==> config.mk <==
export PLATFORM = sky130hd
export DESIGN_NAME = frame_buf_mgr
export DESIGN_NICKNAME = d
export VERILOG_FILES = /design/src/rtl/frame_buf_mgr.sv
export SDC_FILE = /design/constraint.sdc
export NUM_CORES = 1
export LEC_CHECK = 0
export CAP_MARGIN = 10
export CORE_ASPECT_RATIO = 0.6
export CORE_MARGIN = 2
export CORE_UTILIZATION = 27
export DETAILED_ROUTE_END_ITERATION = 10
export DONT_BUFFER_PORTS = 1
export GPL_ROUTABILITY_DRIVEN = 0
export SLEW_MARGIN = 20
export SYNTH_ARGS = -nofsm -noshare
export SYNTH_HDL_FRONTEND = slang
export SYNTH_SLANG_ARGS = --single-unit
==> constraint.sdc <==
create_clock -name clk -period 5.9 [get_ports clk]
set_input_delay 1.77 -clock clk [delete_from_list [all_inputs] [get_ports clk]]
set_output_delay 1.77 -clock clk [all_outputs]
set_load 0.005 [all_outputs]
==> src/rtl/frame_buf_mgr.sv <==
`default_nettype none
// ============================================================================
// frame_buf_mgr : buffer ownership manager between one frame writer and one
//                 reader; FRAME_BUF_STAT_EN adds saturating drop/repeat counters.
// Revision      : 1.0
// ============================================================================
module frame_buf_mgr #(
  parameter int unsigned           BUF_NUM      = 3,
  parameter int unsigned           ADDR_BITS    = 24,
  parameter logic [ADDR_BITS-1:0]  BASE_ADDR    = 24'd0,
  parameter logic [ADDR_BITS-1:0]  FRAME_STRIDE = 24'd2073600
) (
  input  logic                 clk,
  input  logic                 rst,
  input  logic                 wr_start,
  input  logic                 wr_done,
  output logic                 wr_ack,
  output logic [2:0]           wr_index,
  output logic [ADDR_BITS-1:0] wr_addr,
  input  logic                 rd_start,
  output logic                 rd_ack,
  output logic [2:0]           rd_index,
  output logic [ADDR_BITS-1:0] rd_addr,
  output logic                 rd_valid,
  input  logic                 freeze
`ifdef FRAME_BUF_STAT_EN
  ,
  output logic [15:0]          drop_cnt,
  output logic [15:0]          repeat_cnt
`endif
);

  typedef enum logic [0:0] {
    W_IDLE   = 1'b0,
    W_ACTIVE = 1'b1
  } wstate_t;

  localparam logic [2:0] c_LAST_IDX = 3'(BUF_NUM - 1);

  function automatic logic [ADDR_BITS-1:0] addr_of(input logic [2:0] idx);
    logic [ADDR_BITS-1:0] w_idx_ext;
    w_idx_ext = ADDR_BITS'(idx);
    return BASE_ADDR + w_idx_ext * FRAME_STRIDE;
  endfunction

  wstate_t              r_state, w_state_nxt;
  logic [2:0]           r_wr_idx, w_wr_nxt;
  logic [2:0]           r_rd_idx, w_rd_nxt;
  logic [2:0]           r_ready_idx, w_rdy_nxt;
  logic                 r_ready_flag, w_flag_nxt;
  logic                 r_rd_valid, w_valid_nxt;
  logic                 r_wr_ack, r_rd_ack;
  logic [ADDR_BITS-1:0] r_wr_addr, r_rd_addr;
  logic                 w_publish;
  logic                 w_found;
  logic [2:0]           w_pick;

  assign w_publish = wr_done && (r_state == W_ACTIVE) && !freeze;

  // Ordering within one cycle: completion, then reader hand-off, then allocation.
  always_comb begin
    w_state_nxt = r_state;
    w_wr_nxt    = r_wr_idx;
    w_rd_nxt    = r_rd_idx;
    w_rdy_nxt   = r_ready_idx;
    w_flag_nxt  = r_ready_flag;
    w_valid_nxt = r_rd_valid;
    w_found     = 1'b0;
    w_pick      = 3'd0;

    if (wr_done && (r_state == W_ACTIVE)) begin
      w_state_nxt = W_IDLE;
      if (!freeze) begin
        w_rdy_nxt   = r_wr_idx;
        w_flag_nxt  = 1'b1;
        w_valid_nxt = 1'b1;
      end
    end

    if (rd_start && w_flag_nxt) begin
      w_rd_nxt   = w_rdy_nxt;
      w_flag_nxt = 1'b0;
    end

    if (wr_start) begin
      // Descending scan so the lowest qualifying index is the one kept.
      for (int i = int'(BUF_NUM) - 1; i >= 0; i--) begin
        if ((3'(i) != w_rd_nxt) && !(w_flag_nxt && (3'(i) == w_rdy_nxt))) begin
          w_found = 1'b1;
          w_pick  = 3'(i);
        end
      end
      if (!w_found) begin
        w_pick     = w_rdy_nxt;
        w_flag_nxt = 1'b0;
      end
      w_wr_nxt    = w_pick;
      w_state_nxt = W_ACTIVE;
    end
  end

  always_ff @(posedge clk) begin
    if (rst) begin
      r_state      <= W_IDLE;
      r_wr_idx     <= 3'd0;
      r_rd_idx     <= c_LAST_IDX;
      r_ready_idx  <= 3'd0;
      r_ready_flag <= 1'b0;
      r_rd_valid   <= 1'b0;
      r_wr_ack     <= 1'b0;
      r_rd_ack     <= 1'b0;
      r_wr_addr    <= BASE_ADDR;
      r_rd_addr    <= addr_of(c_LAST_IDX);
    end else begin
      r_state      <= w_state_nxt;
      r_wr_idx     <= w_wr_nxt;
      r_rd_idx     <= w_rd_nxt;
      r_ready_idx  <= w_rdy_nxt;
      r_ready_flag <= w_flag_nxt;
      r_rd_valid   <= w_valid_nxt;
      r_wr_ack     <= wr_start;
      r_rd_ack     <= rd_start;
      if (wr_start) r_wr_addr <= addr_of(w_wr_nxt);
      if (rd_start) r_rd_addr <= addr_of(w_rd_nxt);
    end
  end

  assign wr_ack   = r_wr_ack;
  assign wr_index = r_wr_idx;
  assign wr_addr  = r_wr_addr;
  assign rd_ack   = r_rd_ack;
  assign rd_index = r_rd_idx;
  assign rd_addr  = r_rd_addr;
  assign rd_valid = r_rd_valid;

`ifdef FRAME_BUF_STAT_EN
  logic        w_ev_overwrite, w_ev_discard, w_ev_abandon, w_ev_steal, w_ev_repeat;
  logic [1:0]  w_drop_inc;
  logic [16:0] w_drop_sum, w_rep_sum;
  logic [15:0] r_drop_cnt, r_rep_cnt;

  // At most two drop events can coincide (completion-side plus allocation-side).
  assign w_ev_overwrite = w_publish && r_ready_flag;
  assign w_ev_discard   = wr_done && (r_state == W_ACTIVE) && freeze;
  assign w_ev_abandon   = wr_start && (r_state == W_ACTIVE) && !wr_done;
  assign w_ev_steal     = wr_start && !w_found;
  assign w_ev_repeat    = rd_start && !(r_ready_flag || w_publish);
  assign w_drop_inc     = 2'(w_ev_overwrite) + 2'(w_ev_discard) + 2'(w_ev_abandon) + 2'(w_ev_steal);
  assign w_drop_sum     = 17'(r_drop_cnt) + 17'(w_drop_inc);
  assign w_rep_sum      = 17'(r_rep_cnt) + 17'(w_ev_repeat);

  always_ff @(posedge clk) begin
    if (rst) begin
      r_drop_cnt <= 16'd0;
      r_rep_cnt  <= 16'd0;
    end else begin
      r_drop_cnt <= w_drop_sum[16] ? 16'hFFFF : w_drop_sum[15:0];
      r_rep_cnt  <= w_rep_sum[16]  ? 16'hFFFF : w_rep_sum[15:0];
    end
  end

  assign drop_cnt   = r_drop_cnt;
  assign repeat_cnt = r_rep_cnt;
`endif

endmodule
`default_nettype wire

==> results.py, run 1 <==
metrics = {
    "synthesis": {
        "synth_compound_area_share_pct": 14.3,
        "synth.area.mux_share_pct": 8.52,
        "synthesis.area_sq_mm": 0.00241,
        "syn_inst": 256,
        "synthSimpleGateAreaFrac_pct": 15.5,
        "synth-adder-area-share_pct": 17.0,
        "synth_area_per_cell_sq_um": 9.41,
        "synth_cell_type_count": 55,
        "synth-main-ff-cell": "dfxtp_1",
        "synthXorXnorAreaFrac_pct": 1.45,
        "synth_warnings": 0,
        "synth_seq_area_share_pct": 31.6,
        "synth_edf_count": 0,
        "ys_seq_elements": 38,
        "synth_top_family_by_area": "adder cells",
        "async_flop_share_pct": 0,
    },
    "clock_tree": {
        "root_buffer": "clkbuf_16",
        "clkSlewWorstSetupHoldPaths_ns": 0.06,
        "cts_buffers": 5,
        "cts.sinks": 38,
        "post_cts_buffers": 0,
        "hold_buffers": 0,
        "cts_tree": "built",
        "cts.path.max_buffers": 2,
        "cts-htree-levels": 2,
        "ctsResizeCount": 0,
        "clk_latency_ns": 0.28,
    },
    "power_and_ir_drop": {
        "irDropWorstVdd_mv": 0.116,
        "finalPower_mw": 0.614,
        "total_leakage_power_nw": 1.18,
        "powerDensity_mw_per_mm2": 238,
    },
    "final_layout": {
        "drive_gt1_share_pct": 9.09,
        "final_common_cell": "dfxtp_1",
        "nNetsFinal": 286,
        "area_delta_synth_final_pct": 7.27,
        "multiInputGateArea_sq_mm": 0.00144,
        "antenna_cells": 0,
        "fin_cells": 365,
        "regArea_sq_um": 761,
        "fillerInstances": 887,
        "mostFrequentLayoutCells": "dfxtp_1, nor2_1, ha_1, conb_1, nand2_1",
    },
    "run": {
        "maxCapViolCount": 0,
    },
    "floorplanning": {
        "core_region_area_sq_mm": 0.00859,
        "die_y_microns": 77.2,
        "ios": 63,
        "placementRows": 26,
        "start_util_pct": 28.1,
        "fp.dieW_microns": 126,
        "die-area_sq_mm": 0.00972,
    },
    "global_routing": {
        "grt_pass1_vias": 1673,
        "grt_pass1_wl_microns": 9000,
        "grt_start_max_net_pins": 33,
        "antenna_found_initial": 0,
        "overflow": 0,
        "grt_usage_pct": 11.9,
    },
    "outcome": {
        "status": "finished clean",
    },
    "timing": {
        "rsz0062_at_grt": "false",
        "skew_ns": 0.00566,
        "worst_slew_pin_slew_ns": 0.715,
        "relSlewSlack_pct": 51.8,
        "max_freq_mhz": 187,
        "setup_viol": 0,
        "layout_min_cycle_time_ns": 5.34,
        "final.period_utilization_pct": 90.4,
        "finalHoldViolCount": 0,
        "finalSetupTns_ns": 0,
        "slew_violations": 0,
    },
    "setup_path": {
        "crit_required_ns": 6.08,
        "cp-start-kind": "primary input",
        "crit_fanout": 5,
        "crit_type": "in2reg",
        "endpoint_kind": "flop",
        "crit_arrival_ns": 5.52,
        "r2r_slack_ns": 1.67,
    },
    "drt": {
        "vias_per_cell": 4.63,
        "finalWirelength_microns": 5680,
        "vias": 1690,
        "first_pass_iters": 4,
        "drc": 0,
        "wl_per_cell_microns": 15.6,
        "drt_iter0_markers": 96,
        "ant_nets": 0,
    },
    "min_path": {
        "hold_path.class": "reg2reg",
    },
    "placed_design": {
        "io_buffers": 0,
        "dp_hpwl_microns": 4390,
        "dpl.cell_count": 357,
    },
}
-- worst max-delay path, stage by stage --
cell	delay, ns
and3b_1	0.18
o21ai_0	0.21
o21a_1	0.32
inv_1	0.19
ha_1	0.30
a2111oi_4	0.33
o22ai_1	0.17
o21ai_0	0.30
fa_1	0.60
fa_1	0.46
fa_1	0.49
mux2i_1	0.15
nor2_1	0.05
-- logic make-up (layout without fill, tap and decap cells) --
family,Yosys count,in the layout
other cells,1,20
mux,19,19
buf+inv,47,25
flops,38,38
fa+ha+maj,28,28
compound gates,46,46
xor+xnor,4,4
simple gates,73,73
-- synth_stat cells (5+ instances only) --
library cell | instances | area share, %
a211oi_1 | 6 | 1.9
inv_1 | 14 | 2.2
dfxtp_1 | 38 | 32
a21oi_1 | 11 | 2.3
nor2_1 | 23 | 3.6
nand2_1 | 19 | 3.0
nand3_1 | 5 | 1.0
fa_1 | 8 | 6.6
buf_4 | 24 | 7.5
mux2i_1 | 14 | 5.8
ha_1 | 20 | 10
-- registers in the layout, summed over array words and instances, names as in the netlist --
register / cells
r_ready_flag: 1
r_ready_idx: 3
r_state: 1
rd_ack: 1
rd_addr: 12
rd_index: 3
rd_valid: 1
wr_ack: 1
wr_addr: 12
wr_index: 3
-- per-layer routing --
metal	part of all wire (%)	vias up	wire length [microns]	GRT usage, %
li1	-	831	-	-
met1	49	794	2760	15.7
met2	36	61	2050	15.4
met3	14	4	820	8.23
met4	0.99	0	56	3.52
met5	0	-	0	0
-- stage by stage --
step / utilization (%) / instance area [sq um] / hold WS (ns) / setup WS, ns
after floorplan: - / 2480 / 0.463 / 0.458
after global placement: 28.2 / 2420 / 0.488 / 0.449
after detailed placement: 28.2 / 2420 / 0.491 / 0.266
after CTS: 30.1 / 2580 / 0.499 / 0.557
after global routing: 30.1 / 2580 / 0.525 / 0.336
final: 30.1 / 2580 / 0.498 / 0.564
-- area by class of cell --
type	count	share of cell area, %
well taps	112	5.42
multi-input cells	190	55.9
inverters	14	2.03
repair buffers	3	0.871
clock inverters	3	1.55
flip-flops and latches	38	29.4
clock buffers	5	4.84
-- where the power goes --
| group | switching, mW | leakage (nW) | internal (mW) |
|---|---|---|---|
| clock | 0.106 | 0.0836 | 0.198 |
| combinational | 0.0221 | 0.786 | 0.0175 |
| sequential | 0.00690 | 0.309 | 0.264 |
-- path summary, 6_finish.rpt --
check | startpoint | to | depth (start not counted)
max reg2reg | r_state | wr_addr[18] | 13
min reg2reg | wr_addr[20] | wr_addr[20] | 2
max | freeze | wr_addr[18] | 13
min | wr_addr[20] | wr_addr[20] | 2
No activity file was read; power rests on OpenSTA's default activity.
==> inputs of run 2 (changes only) <==
Settings changed: GPL_TIMING_DRIVEN set to 0.
==> results.py, run 2 (synthesis gave the netlist of run 1 again) <==
metrics = {
    "outcome": {
        "status": "finished clean",
    },
    "setup_path": {
        "crit_arrival_ns": 5.78,
        "endpoint_kind": "flop",
        "r2r_cells": 15,
        "r2r_slack_ns": 1.38,
        "worstReg2RegEnd": "wr_addr[18]",
        "crit_type": "in2reg",
        "cp_top_family": "adder cells",
        "cp_slowest_cell": "fa_1",
        "crit_cells": 15,
        "critPathMaxStageDelay_ns": 0.63,
        "r2r_start": "r_state",
        "crit_path_cell_trace": "and3b_1 > buf_6 > o21ai_0 > a22o_1 > inv_1 > ha_1 > and2_1 > and3_1 > o22ai_1 > o21ai_1 > fa_1 > fa_1 > fa_1 > mux2i_1 > nor2_1",
        "crit_path_frequent_cell": "fa_1",
        "path_buf_inv": 2,
        "crit_fanout": 9,
        "cp-start-kind": "primary input",
        "crit_required_ns": 6.05,
    },
    "floorplanning": {
        "die_y_microns": 77.2,
        "die-area_sq_mm": 0.00972,
        "ios": 63,
        "fp.dieW_microns": 126,
        "placementRows": 26,
        "start_util_pct": 28.1,
        "core_region_area_sq_mm": 0.00859,
    },
    "min_path": {
        "hold_path.class": "reg2reg",
        "min_path_cells": 2,
        "hp-start": "wr_addr[20]",
        "holdPathEnd": "wr_addr[20]",
    },
    "clock_tree": {
        "cts.sinks": 38,
        "cts_buffers": 5,
        "hold_buffers": 0,
        "clk_latency_ns": 0.28,
        "cts-htree-levels": 2,
        "cts.path.max_buffers": 2,
        "post_cts_buffers": 0,
        "clkSlewWorstSetupHoldPaths_ns": 0.06,
        "cts_tree": "built",
        "root_buffer": "clkbuf_16",
    },
    "final_layout": {
        "antenna_cells": 0,
        "final_util_pct": 32.3,
        "fillerInstances": 919,
        "mostFrequentLayoutCells": "dfxtp_1, buf_4, nor2_1",
        "final_cell_area_sq_mm": 0.00278,
        "drive_gt1_share_pct": 16.3,
        "final_common_cell": "dfxtp_1",
        "multiInputGateArea_sq_mm": 0.00145,
        "nNetsFinal": 316,
        "regArea_sq_um": 761,
        "fin_cells": 395,
        "area_delta_synth_final_pct": 15.3,
    },
    "timing": {
        "rsz0062_at_grt": "false",
        "skew_ns": 0.00554,
        "relSlewSlack_pct": 60.8,
        "layout_min_cycle_time_ns": 5.63,
        "final.period_utilization_pct": 95.4,
        "whs_ns": 0.503,
        "setup_viol": 0,
        "worst_slack_ns": 0.269,
        "finalSetupTns_ns": 0,
        "finalHoldViolCount": 0,
        "slew_violations": 0,
        "max_freq_mhz": 178,
        "worst_slew_pin_slew_ns": 0.588,
    },
    "placed_design": {
        "dpl-instance-area_sq_mm": 0.00262,
        "dpl.cell_count": 387,
        "dp_hpwl_microns": 4680,
        "io_buffers": 0,
        "dp_slack_ns": -0.0820,
    },
    "global_routing": {
        "antenna_found_initial": 0,
        "grt_pass1_vias": 1777,
        "grt_start_max_net_pins": 12,
        "overflow": 0,
        "grt_pass1_wl_microns": 9670,
        "grt_usage_pct": 12.6,
    },
    "drt": {
        "first_pass_iters": 4,
        "vias": 1820,
        "wl_per_cell_microns": 14.7,
        "drc": 0,
        "vias_per_cell": 4.61,
        "ant_nets": 0,
        "drt_iter0_markers": 112,
        "finalWirelength_microns": 5810,
    },
    "power_and_ir_drop": {
        "finalPower_mw": 0.599,
        "irDropWorstVdd_mv": 0.0913,
        "total_leakage_power_nw": 1.31,
        "powerDensity_mw_per_mm2": 216,
    },
    "run": {
        "maxCapViolCount": 0,
    },
}
run 2: changes by cell type in the layout (fill, tap and decap cells not counted), sizes merged:
| cell | before | now |
|---|---|---|
| buf | 3 | 31 |
| bufinv | 1 | 0 |
| clkbuf | 5 | 9 |
| clkinv | 2 | 1 |
run 2: power breakdown:
| part | internal (mW) | leakage (nW) | total, mW | switching, mW |
|---|---|---|---|---|
| Clock | 0.167 | 0.0739 | 0.266 | 0.0989 |
| Sequential | 0.264 | 0.309 | 0.271 | 0.00700 |
| Combinational | 0.0272 | 0.924 | 0.0611 | 0.0339 |
run 2: final cells by class:
type	count	area share [%]
Sequential cell	38	27.4
Tap cell	112	5.05
Buffer	33	8.06
Clock buffer	7	5.14
Clock inverter	1	0.180
Multi-Input combinational cell	190	52.3
Inverter	14	1.89
run 2: layer usage:
| metal | vias to the layer above | share of wire, % | track usage [%] |
|---|---|---|---|
| met3 | 4 | 11 | 6.07 |
| met4 | 0 | 0.48 | 2.31 |
| met2 | 60 | 39 | 16.7 |
| li1 | 893 | - | - |
| met1 | 863 | 50 | 18.3 |
| met5 | - | 0 | 0 |
run 2: timing repair:
action | 4_1_cts | 5_1_grt
setup endpoints to repair | 0 | 4
endpoints found under the hold margin | 0 | 0
gates resized for setup | 0 | 2
run 2: worst max-delay path by stage:
| stage | to | slack, ns | from |
|---|---|---|---|
| after floorplan | wr_addr[18] | 0.46 | freeze |
| after global placement | wr_addr[18] | -0.02 | freeze |
| after detailed placement | wr_addr[18] | -0.08 | freeze |
| after CTS | wr_addr[18] | 0.20 | freeze |
| after global routing | wr_addr[23] | 0.03 | freeze |
| final | wr_addr[18] | 0.27 | freeze |
run 2: worst register-to-register path: stages, from the launching register on:
cell and delay (ns):
dfxtp_1 0.35, and3b_1 0.20, buf_6 0.15, o21ai_0 0.21
a22o_1 0.37, inv_1 0.21, ha_1 0.27, and2_1 0.18
and3_1 0.20, o22ai_1 0.24, o21ai_1 0.27, fa_1 0.63
fa_1 0.47, fa_1 0.49, mux2i_1 0.14, nor2_1 0.05
==> inputs of run 3 (changes only) <==
Settings changed: TNS_END_PERCENT set to 100.
==> results of run 3 <==
Same layout as run 2: the final DEF is identical, and so are final timing and power.
